===== config.mk =====
export PLATFORM = sky130hd
export DESIGN_NAME = mem_arb
export DESIGN_NICKNAME = d
export VERILOG_FILES = /design/src/rtl/sisc_pkg.sv /design/src/rtl/mem_arb_pick.sv /design/src/rtl/mem_arb.sv
export SDC_FILE = /design/constraint.sdc
export NUM_CORES = 1
export LEC_CHECK = 0
export BUFFER_PORTS_ARGS = -buffer_cell sky130_fd_sc_hd__buf_2
export CAP_MARGIN = 20
export CORE_MARGIN = 2
export CORE_UTILIZATION = 44
export CTS_BUF_LIST = sky130_fd_sc_hd__clkbuf_8 sky130_fd_sc_hd__clkbuf_16
export DETAILED_ROUTE_END_ITERATION = 8
export PLACE_DENSITY = 0.72
export SKIP_CTS_REPAIR_TIMING = 1
export SYNTH_ARGS = -nofsm -noshare
export SYNTH_HDL_FRONTEND = slang
export SYNTH_SLANG_ARGS = --single-unit

===== constraint.sdc =====
create_clock -name clk -period 5.1 [get_ports clk]
set_input_delay 0.765 -clock clk [delete_from_list [all_inputs] [get_ports clk]]
set_output_delay 0.765 -clock clk [all_outputs]
set_load 0.02 [all_outputs]

===== src/rtl/sisc_pkg.sv =====
// -----------------------------------------------------------------------------
// sisc_pkg
// Shared definitions for the unified-memory arbiter and its helpers.
//   - ADDR_W / DATA_W : default address and data widths (address matches pc)
//   - state_e         : arbiter state encoding (IDLE, ACCESS, DONE)
//   - owner_e         : which requester owns the current access
// -----------------------------------------------------------------------------
package sisc_pkg;

   localparam int unsigned ADDR_W = 16;
   localparam int unsigned DATA_W = 32;

   typedef enum logic [1:0] {
      ST_IDLE   = 2'd0,
      ST_ACCESS = 2'd1,
      ST_DONE   = 2'd2
   } state_e;

   typedef enum logic {
      OWN_IF = 1'b0,
      OWN_D  = 1'b1
   } owner_e;

endpackage


===== src/rtl/mem_arb_pick.sv =====
// -----------------------------------------------------------------------------
// mem_arb_pick
// Winner selection between the fetch and data requesters.
// Optional feature macro: MEM_ARB_RR_EN
//   undefined : fixed priority, data wins a tie, no pointer state
//   defined   : a 1-bit priority pointer picks the tie winner and toggles after
//               every granted access, so neither side can starve
// Ports:
//   clk_i, rst_i  clock / async active-high reset (only with MEM_ARB_RR_EN)
//   adv_i         an access was granted this cycle (only with MEM_ARB_RR_EN)
//   if_req_i      fetch request level
//   d_req_i       data request level
//   gnt_o         at least one requester is asking
//   owner_o       which requester wins
// -----------------------------------------------------------------------------
module mem_arb_pick
   import sisc_pkg::*;
(
`ifdef MEM_ARB_RR_EN
   input  logic   clk_i,
   input  logic   rst_i,
   input  logic   adv_i,
`endif
   input  logic   if_req_i,
   input  logic   d_req_i,
   output logic   gnt_o,
   output owner_e owner_o
);

`ifdef MEM_ARB_RR_EN
   owner_e ptr_q;

   // The pointer names the favoured side for the next tie. It starts on data
   // and flips after every grant, so two back-to-back ties alternate.
   always_ff @(posedge clk_i or posedge rst_i) begin
      if (rst_i) begin
         ptr_q <= OWN_D;
      end else if (adv_i) begin
         ptr_q <= (ptr_q == OWN_D) ? OWN_IF : OWN_D;
      end
   end
`endif

   // A lone requester always wins; only a tie consults the priority rule.
   always_comb begin
      gnt_o   = if_req_i | d_req_i;
      owner_o = d_req_i ? OWN_D : OWN_IF;
      if (if_req_i && d_req_i) begin
`ifdef MEM_ARB_RR_EN
         owner_o = ptr_q;
`else
         owner_o = OWN_D;
`endif
      end
   end

endmodule


===== src/rtl/mem_arb.sv =====
// -----------------------------------------------------------------------------
// mem_arb
// Shares one single-port memory between instruction fetch and data load/store.
// Each access: IDLE (grant + latch) -> ACCESS (WAIT_CYC+1 cycles) -> DONE
// (one-cycle done pulse to the owner). Read data is held in a per-owner
// register until that owner's next completed read.
// Optional feature macro: MEM_ARB_RR_EN (round-robin tie break, see
// mem_arb_pick); default build uses fixed data-over-fetch priority.
// Ports:
//   clk, rst_f                          clock, async active-high reset
//   if_req, if_addr                     fetch request (held until if_done)
//   if_rdata, if_done                   fetched word, completion pulse
//   d_req, d_we, d_addr, d_wdata        data request (held until d_done)
//   d_rdata, d_done                     load data, completion pulse
//   mem_en, mem_we, mem_addr, mem_wdata memory command
//   mem_rdata                           memory read data
//   busy                                state is not IDLE
// -----------------------------------------------------------------------------
module mem_arb
   import sisc_pkg::*;
#(
   parameter int unsigned ADDR_W   = sisc_pkg::ADDR_W,
   parameter int unsigned DATA_W   = sisc_pkg::DATA_W,
   parameter int unsigned WAIT_CYC = 1
)(
   input  logic              clk,
   input  logic              rst_f,
   input  logic              if_req,
   input  logic [ADDR_W-1:0] if_addr,
   output logic [DATA_W-1:0] if_rdata,
   output logic              if_done,
   input  logic              d_req,
   input  logic              d_we,
   input  logic [ADDR_W-1:0] d_addr,
   input  logic [DATA_W-1:0] d_wdata,
   output logic [DATA_W-1:0] d_rdata,
   output logic              d_done,
   output logic              mem_en,
   output logic              mem_we,
   output logic [ADDR_W-1:0] mem_addr,
   output logic [DATA_W-1:0] mem_wdata,
   input  logic [DATA_W-1:0] mem_rdata,
   output logic              busy
);

   localparam logic [3:0] WAIT_LD = 4'(WAIT_CYC);

   state_e            state_q;
   owner_e            owner_q;
   logic [3:0]        cnt_q;
   logic [ADDR_W-1:0] addr_q;
   logic [DATA_W-1:0] wdata_q;
   logic              we_q;
   logic              memEn_q;
   logic              memWe_q;
   logic              ifDone_q;
   logic              dDone_q;
   logic [DATA_W-1:0] ifRdata_q;
   logic [DATA_W-1:0] dRdata_q;

   logic              gnt;
   owner_e            winner;
   logic              grantNow;

   assign grantNow = (state_q == ST_IDLE) && gnt;

   mem_arb_pick uPick (
`ifdef MEM_ARB_RR_EN
      .clk_i    (clk),
      .rst_i    (rst_f),
      .adv_i    (grantNow),
`endif
      .if_req_i (if_req),
      .d_req_i  (d_req),
      .gnt_o    (gnt),
      .owner_o  (winner)
   );

   // Single FSM with every memory-side and requester-side output registered.
   // mem_we is pre-computed one cycle ahead so it is high only during the
   // final ACCESS cycle (cnt_q == 0). Reset clears everything at once, which
   // aborts an in-flight access without a done pulse.
   always_ff @(posedge clk or posedge rst_f) begin
      if (rst_f) begin
         state_q   <= ST_IDLE;
         owner_q   <= OWN_IF;
         cnt_q     <= '0;
         addr_q    <= '0;
         wdata_q   <= '0;
         we_q      <= 1'b0;
         memEn_q   <= 1'b0;
         memWe_q   <= 1'b0;
         ifDone_q  <= 1'b0;
         dDone_q   <= 1'b0;
         ifRdata_q <= '0;
         dRdata_q  <= '0;
      end else begin
         ifDone_q <= 1'b0;
         dDone_q  <= 1'b0;
         case (state_q)
            ST_IDLE: begin
               if (gnt) begin
                  owner_q <= winner;
                  cnt_q   <= WAIT_LD;
                  memEn_q <= 1'b1;
                  state_q <= ST_ACCESS;
                  if (winner == OWN_D) begin
                     addr_q  <= d_addr;
                     wdata_q <= d_wdata;
                     we_q    <= d_we;
                     memWe_q <= d_we && (WAIT_CYC == 0);
                  end else begin
                     addr_q  <= if_addr;
                     wdata_q <= '0;
                     we_q    <= 1'b0;
                     memWe_q <= 1'b0;
                  end
               end
            end
            ST_ACCESS: begin
               if (cnt_q != 4'd0) begin
                  cnt_q   <= cnt_q - 4'd1;
                  memWe_q <= we_q && (cnt_q == 4'd1);
               end else begin
                  memEn_q <= 1'b0;
                  memWe_q <= 1'b0;
                  state_q <= ST_DONE;
                  if (owner_q == OWN_IF) begin
                     ifRdata_q <= mem_rdata;
                     ifDone_q  <= 1'b1;
                  end else begin
                     dDone_q <= 1'b1;
                     if (!we_q) begin
                        dRdata_q <= mem_rdata;
                     end
                  end
               end
            end
            ST_DONE: begin
               state_q <= ST_IDLE;
            end
            default: begin
               state_q <= ST_IDLE;
            end
         endcase
      end
   end

   assign mem_en    = memEn_q;
   assign mem_we    = memWe_q;
   assign mem_addr  = addr_q;
   assign mem_wdata = wdata_q;
   assign if_rdata  = ifRdata_q;
   assign if_done   = ifDone_q;
   assign d_rdata   = dRdata_q;
   assign d_done    = dDone_q;
   assign busy      = (state_q != ST_IDLE);

endmodule


==> results of run 1 <==
==> cell usage after synthesis (2+ instances only) <==
master / number / area [um2]
a21o_1: 2 / 15.0
a21oi_1: 2 / 10.0
a22o_1: 35 / 307
buf_1: 2 / 7.51
buf_2: 5 / 25.0
buf_4: 3 / 22.5
buf_6: 5 / 56.3
clkbuf_1: 6 / 22.5
dfrtp_1: 124 / 3100
ha_1: 3 / 37.5
inv_1: 6 / 22.5
mux2_1: 4 / 45.0
mux2_2: 61 / 687
mux2i_1: 18 / 180
nand2_1: 4 / 15.0
nor2_1: 3 / 11.3
nor3_1: 2 / 10.0
nor3b_1: 2 / 15.0
o21ai_0: 33 / 165
==> stage by stage <==
stage,utilization (%),instance area [um2]
2_1_floorplan,-,4870
3_3_place_gp,55.8,6020
3_5_place_dp,56.0,6050
4_1_cts,61.5,6640
5_1_grt,61.8,6670
6_report,61.8,6670
==> layout make-up <==
| cell class | count | area share (%) |
|---|---|---|
| clock buffers | 22 | 7.24 |
| clock inverters | 7 | 1.69 |
| inverters | 7 | 0.431 |
| multi-input cells | 180 | 24.0 |
| flip-flops and latches | 124 | 46.5 |
| well taps | 140 | 2.63 |
| repair buffers | 222 | 17.4 |
==> layer usage <==
layer,part of all wire (%),track usage (%)
met5,0,0
met4,0.89,8.41
met3,8.9,5.80
met2,49,30.7
met1,42,23.1
==> power by group <==
part	switching, mW	internal [mW]
Combinational	1.12	0.795
Clock	0.394	0.798
Sequential	0.257	1.45
Total	1.77	3.04
==> worst min path at each step <==
| stage | end | slack [ns] |
|---|---|---|
| after floorplan | owner_q | 0.47 |
| after global placement | d_rdata[28] | 0.46 |
| after detailed placement | mem_en | 0.47 |
| after CTS | mem_wdata[5] | 0.44 |
| after global routing | mem_wdata[27] | 0.24 |
| final | mem_wdata[27] | 0.23 |
==> sequential cells by signal, indices dropped and copies added, names as in the netlist <==
| name | count |
|---|---|
| mem_addr | 16 |
| cnt_q | 4 |
| d_rdata | 32 |
| if_rdata | 32 |
| if_done | 1 |
| we_q | 1 |
| owner_q | 1 |
| mem_wdata | 32 |
| mem_en | 1 |
| mem_we | 1 |
| d_done | 1 |
| state_q | 2 |
==> cells by family (layout without fill, tap and decap cells) <==
| logic type | after synthesis | in the layout | synth area share [%] |
|---|---|---|---|
| DFF | 124 | 124 | 63.8 |
| AOI/OAI and AO/OA | 74 | 74 | 10.5 |
| muxes | 83 | 83 | 18.7 |
| and+or+nand+nor | 20 | 20 | 2.90 |
| adders and majority gates | 3 | 3 | 0.771 |
| buffers and inverters | 28 | 258 | 3.29 |
==> run summary, run 1 <==
outcome: finished, final reports clean
Worst Setup Start Kind: register
critical path class: reg -> out
Clk Latency, worst-skew pair: 0.51 ns
Clock Pin Slew Worst Setup and Hold Paths: 0.06 ns
Total Power: 4.82 mW
r2r setup slk: 2.66 ns
most frequent cells in the layout: 217 x buf_2, 124 x dfrtp_1, 61 x mux2_2
hpwl dp: 7590 um
Final Instance Count excl. Fillers: 702
Register Area: 3100 um2
Post-Synthesis Cells: 332
WP depth: 3
# nets final: 656
die height: 109 um
drt drc: 0
max-cap violation count: 0
Post-synth EDFFs: 0
Critical-path top delay cell: dfrtp_1
# IOs: 218
worst path bufs/invs: 2
min Tclk post-route: 2.84 ns
Area Overhead vs Synth: 37.0%
#FFs+latches synth: 124
Ant. Diodes: 0
H-tree depth: 4
WL/cell: 15.8 um
Tightest Pin Transition: 0.954 ns
crit path max fanout: 19
Final Wtd Congestion: 0.730
FMAX: 353 MHz
Die Wd: 109 um
first-pass GRT wire length: 17100 um
vias in the first global route: 3576
Critical Path RT: 4.34 ns
pre-CTS setup slack: 2.60 ns
Hold WS: 0.225 ns
clock root buffer: clkbuf_8
Site Rows: 38
Synth Net Count: 436
crit path cell chain: nor2_1 -> clkinv_1 -> buf_2
Setup WS post-layout: 2.26 ns
Worst path max stage delay: 0.47 ns
CTS tree: built
DR pass1 iterations: 4
GRT overflow: 0
GRT Resource Usage Total: 18.8%
Crit. Startpoint: state_q[0]
Leakage: 3.43 nW
effective utilization at floorplan: 45.1%
sequential-to-total area share from yosys stat: 63.8%
Antenna Nets Post-Route: 0
Synth Warn #: 0
CTS Buffer Depth: 2
Post-synth top flop: dfrtp_1
highest ir drop seen on vdd: 0.000369 V
Core Area: 10800 um2
Multi-input gate area: 1600 um2
cell family with the largest share of critical-path delay: buffers and inverters
min-delay worst type: in -> async
largest net degree at the start of global routing: 89
most common cell after layout, fill and taps aside: buf_2
Worst setup EP type: output pin
Tcrit/Tclk final: 55.6%
asr flop ratio synth: 100%
syn_area_per_cell: 14.7 um2
Netlist Area Pre-Place: 4870 um2
final setup fails: 0
routed vias/inst: 5.09
Die ar.: 11900 um2
total negative slack: 0 ns
Cell Pwr Density: 722 nW/um2
slew margin rel.: 36.1%
TritonCTS buffer count: 17
crit path to: busy
RSZ-0062 raised after global routing: no
Final Skew: 0.0111 ns
layout cells sized above 1: 56.4%
fill cell count: 850
Reg2Reg Depth: 5
worst reg2reg startpoint: cnt_q[0]
Final Max Tran Viols: 0
drt total wl: 11100 um
Distinct cells, synth: 31
clock sinks: 124
placed cells: 672
Hold Fails Final Rpt: 0
DRT iter0 DRCs: 119
CP arrival: 2.07 ns
routed via count: 3573
initial antenna violation count: 0
IO Port Bufs: 217
r2r endpoint: if_rdata[19]
Note: power is estimated with default switching activity, not from simulation.
==> run 2: changes to the inputs <==
--- a/config.mk
+++ b/config.mk
@@ -5,6 +5,7 @@
 export SDC_FILE = /design/constraint.sdc
 export NUM_CORES = 1
 export LEC_CHECK = 0
+export ABC_AREA = 1
 export BUFFER_PORTS_ARGS = -buffer_cell sky130_fd_sc_hd__buf_2
 export CAP_MARGIN = 20
 export CORE_MARGIN = 2
==> constraint.sdc (replaced) <==
create_clock -name clk -period 2.8 [get_ports clk]
set_input_delay 0.42 -clock clk [delete_from_list [all_inputs] [get_ports clk]]
set_output_delay 0.42 -clock clk [all_outputs]
set_load 0.02 [all_outputs]
==> run summary, run 2 <==
routed via count: 4542 (+27%)
initial antenna violation count: 0 (unchanged)
Clk Latency, worst-skew pair: 0.41 ns (-0.10 ns)
Register Area: 3100 um2 (unchanged)
Antenna Nets Post-Route: 0 (unchanged)
DR WL met2: 6070 um (+13%)
Site Rows: 39 (+2.6%)
CP arrival: 2.23 ns (+0.16 ns)
r2r setup slk: 0.86 ns (-1.80 ns)
#FFs+latches synth: 124 (unchanged)
# nets final: 889 (+36%)
Cell Pwr Density: 1340 nW/um2 (+86%)
cell mode on critical path: nand2_1
Worst path max stage delay: 0.51 ns (+0.04 ns)
top cells by count, synth: 296 x nand2_1, 124 x dfrtp_1, 37 x nand3_1
WL/cell: 13.7 um (-13%)
pre-CTS setup slack: 0.846 ns (-1.76 ns)
max-cap violation count: 0 (unchanged)
total negative slack: 0 ns (unchanged)
clock root buffer: clkbuf_16
min-delay worst type: in -> async
Ant. Diodes: 0 (unchanged)
Final Max Tran Viols: 0 (unchanged)
Post-Synthesis Cells: 572 (+72%)
cell family with the largest share of critical-path delay: simple AND/OR/NAND/NOR gates
DRT iter0 DRCs: 388 (+230%)
largest net degree at the start of global routing: 125 (+40%)
Multi-input gate area: 1650 um2 (+3.1%)
IO Port Bufs: 217 (unchanged)
Setup WS post-layout: 0.859 ns (-1.41 ns)
Post-Layout Inst Area: 6840 um2 (+2.5%)
Netlist Area Pre-Place: 5020 um2 (+3.2%)
asr flop ratio synth: 100% (unchanged)
Die ar.: 12300 um2 (+3.1%)
CTS Buffer Depth: 2 (unchanged)
GRT overflow: 0 (unchanged)
Hold WS: 0.155 ns (-0.0700 ns)
Finished Core Util: 60.7% (-1.1 points)
cell taking the most area after synthesis: dfrtp_1
slew margin rel.: 54.8% (+19 points)
# IOs: 218 (unchanged)
drt total wl: 12900 um (+16%)
count leader, synth: nand2_1
sequential-to-total area share from yosys stat: 61.8% (-2.0 points)
FMAX: 515 MHz
crit path cell chain: inv_1 -> ha_1 -> nand2_2 -> nor2_4 -> nand3_2 -> nand2_1 -> nand2_1
outcome: finished, final reports clean
TritonCTS buffer count: 17 (unchanged)
Post-synth top flop: dfrtp_1
Critical-path top delay cell: nand3_2
top post-synthesis cells by area: dfrtp_1 62%, nand2_1 22%, nand3_1 3.7%
Critical Path RT: 3.09 ns (-1.25 ns)
syn_area_per_cell: 8.78 um2 (-40%)
Core Area: 11300 um2 (+4.4%)
DR pass1 iterations: 5 (+1)
Distinct cells, synth: 23 (-26%)
RSZ-0062 raised after global routing: no
die height: 111 um (+1.5%)
Total Power: 9.18 mW (+91%)
Area Overhead vs Synth: 36.1%
met3 wire len: 1030 um (+5.0%)
Synth Warn #: 0 (unchanged)
fill cell count: 970 (+14%)
Final Skew: 0.00886 ns (-0.00221 ns)
Post-DP Area: 6200 um2 (+2.6%)
routed vias/inst: 4.84 (-4.9%)
crit path max fanout: 32 (+13)
placed cells: 909 (+35%)
Synth Net Count: 676 (+55%)
GRT Resource Usage Total: 21.9% (+3.1 points)
vias in the first global route: 4432 (+24%)
effective utilization at floorplan: 44.6% (-0.53 points)
most frequent cells in the layout: 296 x nand2_1, 217 x buf_2, 124 x dfrtp_1
Final Instance Count excl. Fillers: 938 (+34%)
Synth top area share: 61.8% (-2.0 points)
Tightest Pin Transition: 0.678 ns (-0.276 ns)
Worst Setup Start Kind: register
Worst setup EP type: register
Post-synth EDFFs: 0 (unchanged)
worst path bufs/invs: 1 (-1)
Tcrit/Tclk final: 69.3%
hpwl dp: 8890 um (+17%)
Die Wd: 111 um (+1.5%)
CTS tree: built
Clock Pin Slew Worst Setup and Hold Paths: 0.05 ns (about the same)
highest ir drop seen on vdd: 0.000661 V (+79%)
final setup fails: 0 (unchanged)
most common cell after layout, fill and taps aside: nand2_1
layout cells sized above 1: 33.1% (-23 points)
Hold Fails Final Rpt: 0 (unchanged)
Final Wtd Congestion: 0.870 (+19%)
M1 WL: 5670 um (+23%)
critical path class: reg -> reg
first-pass GRT wire length: 21600 um (+26%)
uppermost routed layer: met4
drt drc: 0 (unchanged)
Leakage: 3.94 nW (+15%)
clock sinks: 124 (unchanged)
min Tclk post-route: 1.94 ns
H-tree depth: 4 (unchanged)
[run 2: cell families (layout without fill, tap and decap cells)]
kind of cell | after synthesis | count (layout) | share of synthesized area (%)
buffers and inverters | 57 | 280 | 5.45
AND/OR/NAND/NOR | 347 | 347 | 27.8
adder cells (fa/ha/maj) | 3 | 3 | 0.747
AO/OA/AOI/OAI | 40 | 40 | 4.08
flip-flops | 124 | 124 | 61.8
XOR/XNOR | 1 | 1 | 0.174
[run 2: area by class of cell]
class	instances	share of cell area [%]
sequential	124	45.4
timing repair buffer	223	16.9
clock inverter	9	2.47
clock buffer	20	6.83
multi-input combinational	391	24.2
inverter	28	1.61
tap	143	2.62
[run 2: power by group]
| part | switching (mW) | internal, mW |
|---|---|---|
| Clock | 0.743 | 1.63 |
| Combinational | 2.50 | 1.18 |
| Sequential | 0.483 | 2.65 |
| Total | 3.73 | 5.46 |
[run 2: path summary, 6_finish.rpt]
kind | startpoint | depth (start not counted) | to
worst max register to register | cnt_q[0] | 7 | d_rdata[18]
worst min register to register | mem_wdata[7] | 2 | mem_wdata[7]
max in group asynchronous | rst_f | 3 | mem_wdata[9]
worst min-delay path | rst_f | 3 | mem_wdata[0]
min in group clk | mem_rdata[22] | 3 | if_rdata[22]
worst max-delay path | cnt_q[0] | 7 | d_rdata[18]
[run 2: tightest hold or removal path, cell delays in order]
cell	delay, ns
buf_2	0.11
clkinvlp_4	0.07
buf_12	0.43
[run 2: per-layer routing]
| layer | vias up | GRT usage (%) |
|---|---|---|
| li1 | 2194 | - |
| met5 | - | 0 |
| met4 | 0 | 8.58 |
| met3 | 11 | 5.80 |
| met2 | 199 | 35.1 |
| met1 | 2138 | 28.7 |
==> run 3: changes to the inputs <==
--- a/config.mk
+++ b/config.mk
@@ -9,10 +9,10 @@
 export BUFFER_PORTS_ARGS = -buffer_cell sky130_fd_sc_hd__buf_2
 export CAP_MARGIN = 20
 export CORE_MARGIN = 2
-export CORE_UTILIZATION = 44
+export CORE_UTILIZATION = 43
 export CTS_BUF_LIST = sky130_fd_sc_hd__clkbuf_8 sky130_fd_sc_hd__clkbuf_16
 export DETAILED_ROUTE_END_ITERATION = 8
-export PLACE_DENSITY = 0.72
+export PLACE_DENSITY = 0.73
 export SKIP_CTS_REPAIR_TIMING = 1
 export SYNTH_ARGS = -nofsm -noshare
 export SYNTH_HDL_FRONTEND = slang
==> constraint.sdc (replaced) <==
create_clock -name clk -period 1.65 [get_ports clk]
set_input_delay 0.2475 -clock clk [delete_from_list [all_inputs] [get_ports clk]]
set_output_delay 0.2475 -clock clk [all_outputs]
set_load 0.02 [all_outputs]
==> run summary, run 3 (synthesis gave the netlist of run 2 again) <==
H-tree depth: 4 (unchanged)
Comb pwr share: 42.4% (+2.4 points)
critical path class: reg -> out
Int Pwr: 9.22 mW (+69%)
Post-DP Area: 6280 um2 (+1.3%)
outcome: finished, final reports clean
clock sinks: 124 (unchanged)
WL/cell: 13.8 um (+0.90%)
hpwl dp: 8750 um (-1.6%)
final setup fails: 0 (unchanged)
Clock Pin Slew Worst Setup and Hold Paths: 0.06 ns (about the same)
drt drc: 0 (unchanged)
routed via count: 4600 (+1.3%)
effective utilization at floorplan: 44.0% (-0.57 points)
DR pass1 iterations: 5 (unchanged)
worst reg2reg startpoint: state_q[1]
hold depth: 3
GRT overflow: 0 (unchanged)
Antenna Nets Post-Route: 0 (unchanged)
min-delay worst type: in -> reg
Core Area: 11400 um2 (+1.3%)
highest ir drop seen on vdd: 0.00122 V (+85%)
DRT iter0 DRCs: 391 (+0.77%)
Cell Pwr Density: 2250 nW/um2 (+67%)
switching power: 6.47 mW (+74%)
Min-Delay Endpoint: if_rdata[23]
crit path max fanout: 8 (-75%)
vias in the first global route: 4487 (+1.2%)
die height: 112 um (+1.1%)
layout cells sized above 1: 34.2% (+1.2 points)
clock root buffer: clkbuf_16
GRT Resource Usage Total: 21.6% (-0.38 points)
Post-Layout Inst Area: 6980 um2 (+2.0%)
Tcrit/Tclk final: 97.9%
routed vias/inst: 4.82 (-0.53%)
Clk Latency, worst-skew pair: 0.41 ns (about the same)
Final Wtd Congestion: 0.842 (-3.3%)
Critical Path RT: 1.40 ns (-1.69 ns)
CP arrival: 1.37 ns (-0.86 ns)
Hold Fails Final Rpt: 0 (unchanged)
Leakage: 4.00 nW (+1.6%)
Reg2Reg Depth: 7 (unchanged)
max-cap violation count: 0 (unchanged)
Final Max Tran Viols: 0 (unchanged)
FMAX: 619 MHz
Tightest Pin Transition: 0.356 ns (-0.322 ns)
fill cell count: 947 (-2.4%)
largest net degree at the start of global routing: 67 (-46%)
Area Overhead vs Synth: 38.9%
CTS Buffer Depth: 2 (unchanged)
most common cell after layout, fill and taps aside: nand2_1
CTS tree: built
Site Rows: 39 (unchanged)
Hold WS: 0.0508 ns (-0.104 ns)
min Tclk post-route: 1.61 ns
Die Wd: 112 um (+1.1%)
IO Port Bufs: 217 (unchanged)
# nets final: 904 (+1.7%)
first-pass GRT wire length: 21500 um (-0.22%)
hold_sp: mem_rdata[23]
# IOs: 218 (unchanged)
TritonCTS buffer count: 17 (unchanged)
total negative slack: 0 ns (unchanged)
sequential share of power: 33.9% (-0.3 points)
Clk network pwr share: 23.8% (-2.0 points)
drt total wl: 13200 um (+2.7%)
Final Skew: 0.00760 ns (-0.00126 ns)
Worst Setup Start Kind: register
Worst setup EP type: output pin
Sw Share: 41.2% (+0.66 points)
RSZ-0062 raised after global routing: yes
most frequent cells in the layout: 296 x nand2_1, 217 x buf_2, 124 x dfrtp_1
r2r endpoint: mem_addr[12]
Ant. Diodes: 0 (unchanged)
slew margin rel.: 76.3% (+21 points)
r2r setup slk: 0.06 ns (-0.80 ns)
Die ar.: 12600 um2 (+2.2%)
initial antenna violation count: 0 (unchanged)
run 3: cell count changes in the layout (fill, tap and decap cells not counted):
cell,previous run,this run
o21ai_0,28,27
clkbuf_16,17,18
clkbuf_8,3,1
inv_4,0,1
buf_4,4,13
inv_6,0,1
dlygate4sd3_1,0,1
bufinv_16,5,3
inv_1,26,27
o21ai_1,10,11
buf_12,2,6
clkinvlp_4,1,5
clkinv_2,4,3
run 3: per-layer routing:
metal / up-vias / GRT usage, % / part of all wire (%)
li1: 2227 / - / -
met1: 2125 / 27.2 / 41
met2: 231 / 34.1 / 48
met3: 17 / 7.67 / 10
met4: 0 / 8.94 / 1.3
met5: - / 0 / 0
run 3: worst max-delay path by stage:
stage               slack, ns  cells after the start        from      endpoint
global route            -0.03                      7  state_q[1]   mem_addr[9]
detailed placement      0.005                      8    cnt_q[0]   if_rdata[2]
CTS                     -0.10                      4  state_q[0]          busy
floorplan               -0.12                      1       rst_f      cnt_q[0]
finish                   0.04                      4  state_q[1]          busy
global placement         0.08                      8    cnt_q[0]  if_rdata[28]
run 3: critical path, stage by stage (launching register included):
cell and delay (ns):
dfrtp_1 0.44, nor2_4 0.20, buf_12 0.14, inv_1 0.03, buf_2 0.14
run 3: area by class of cell:
cell class	count	area, um2	area share [%]
repair buffers	238	1340	19.2
well taps	143	179	2.56
clock inverters	13	151	2.17
clock buffers	18	439	6.29
flip-flops and latches	124	3100	44.5
inverters	28	111	1.60
multi-input cells	391	1650	23.7
run 3: power groups by stage:
| stage | Sequential (mW) | Clock [mW] | Combinational (mW) |
|---|---|---|---|
| 2_1_floorplan | 6.94 | 0 | 2.44 |
| 3_3_place_gp | 5.26 | 0 | 6.20 |
| 3_5_place_dp | 5.31 | 0 | 6.38 |
| 4_1_cts | 5.30 | 3.79 | 6.41 |
| 5_1_grt | 5.47 | 3.95 | 7.31 |
| 6_report | 5.31 | 3.73 | 6.65 |
run 3: stage by stage:
step | setup slack (ns) | utilization (%) | power, mW | cells
after CTS | -0.104 | 60.2 | 15.5 | 944
after global placement | 0.0820 | 55.0 | 11.5 | 913
after detailed placement | 0.00535 | 55.0 | 11.7 | 913
final | 0.0352 | 61.1 | 15.7 | 955
after floorplan | -0.123 | - | 9.38 | 572
after global routing | -0.0291 | 61.1 | 16.7 | 955
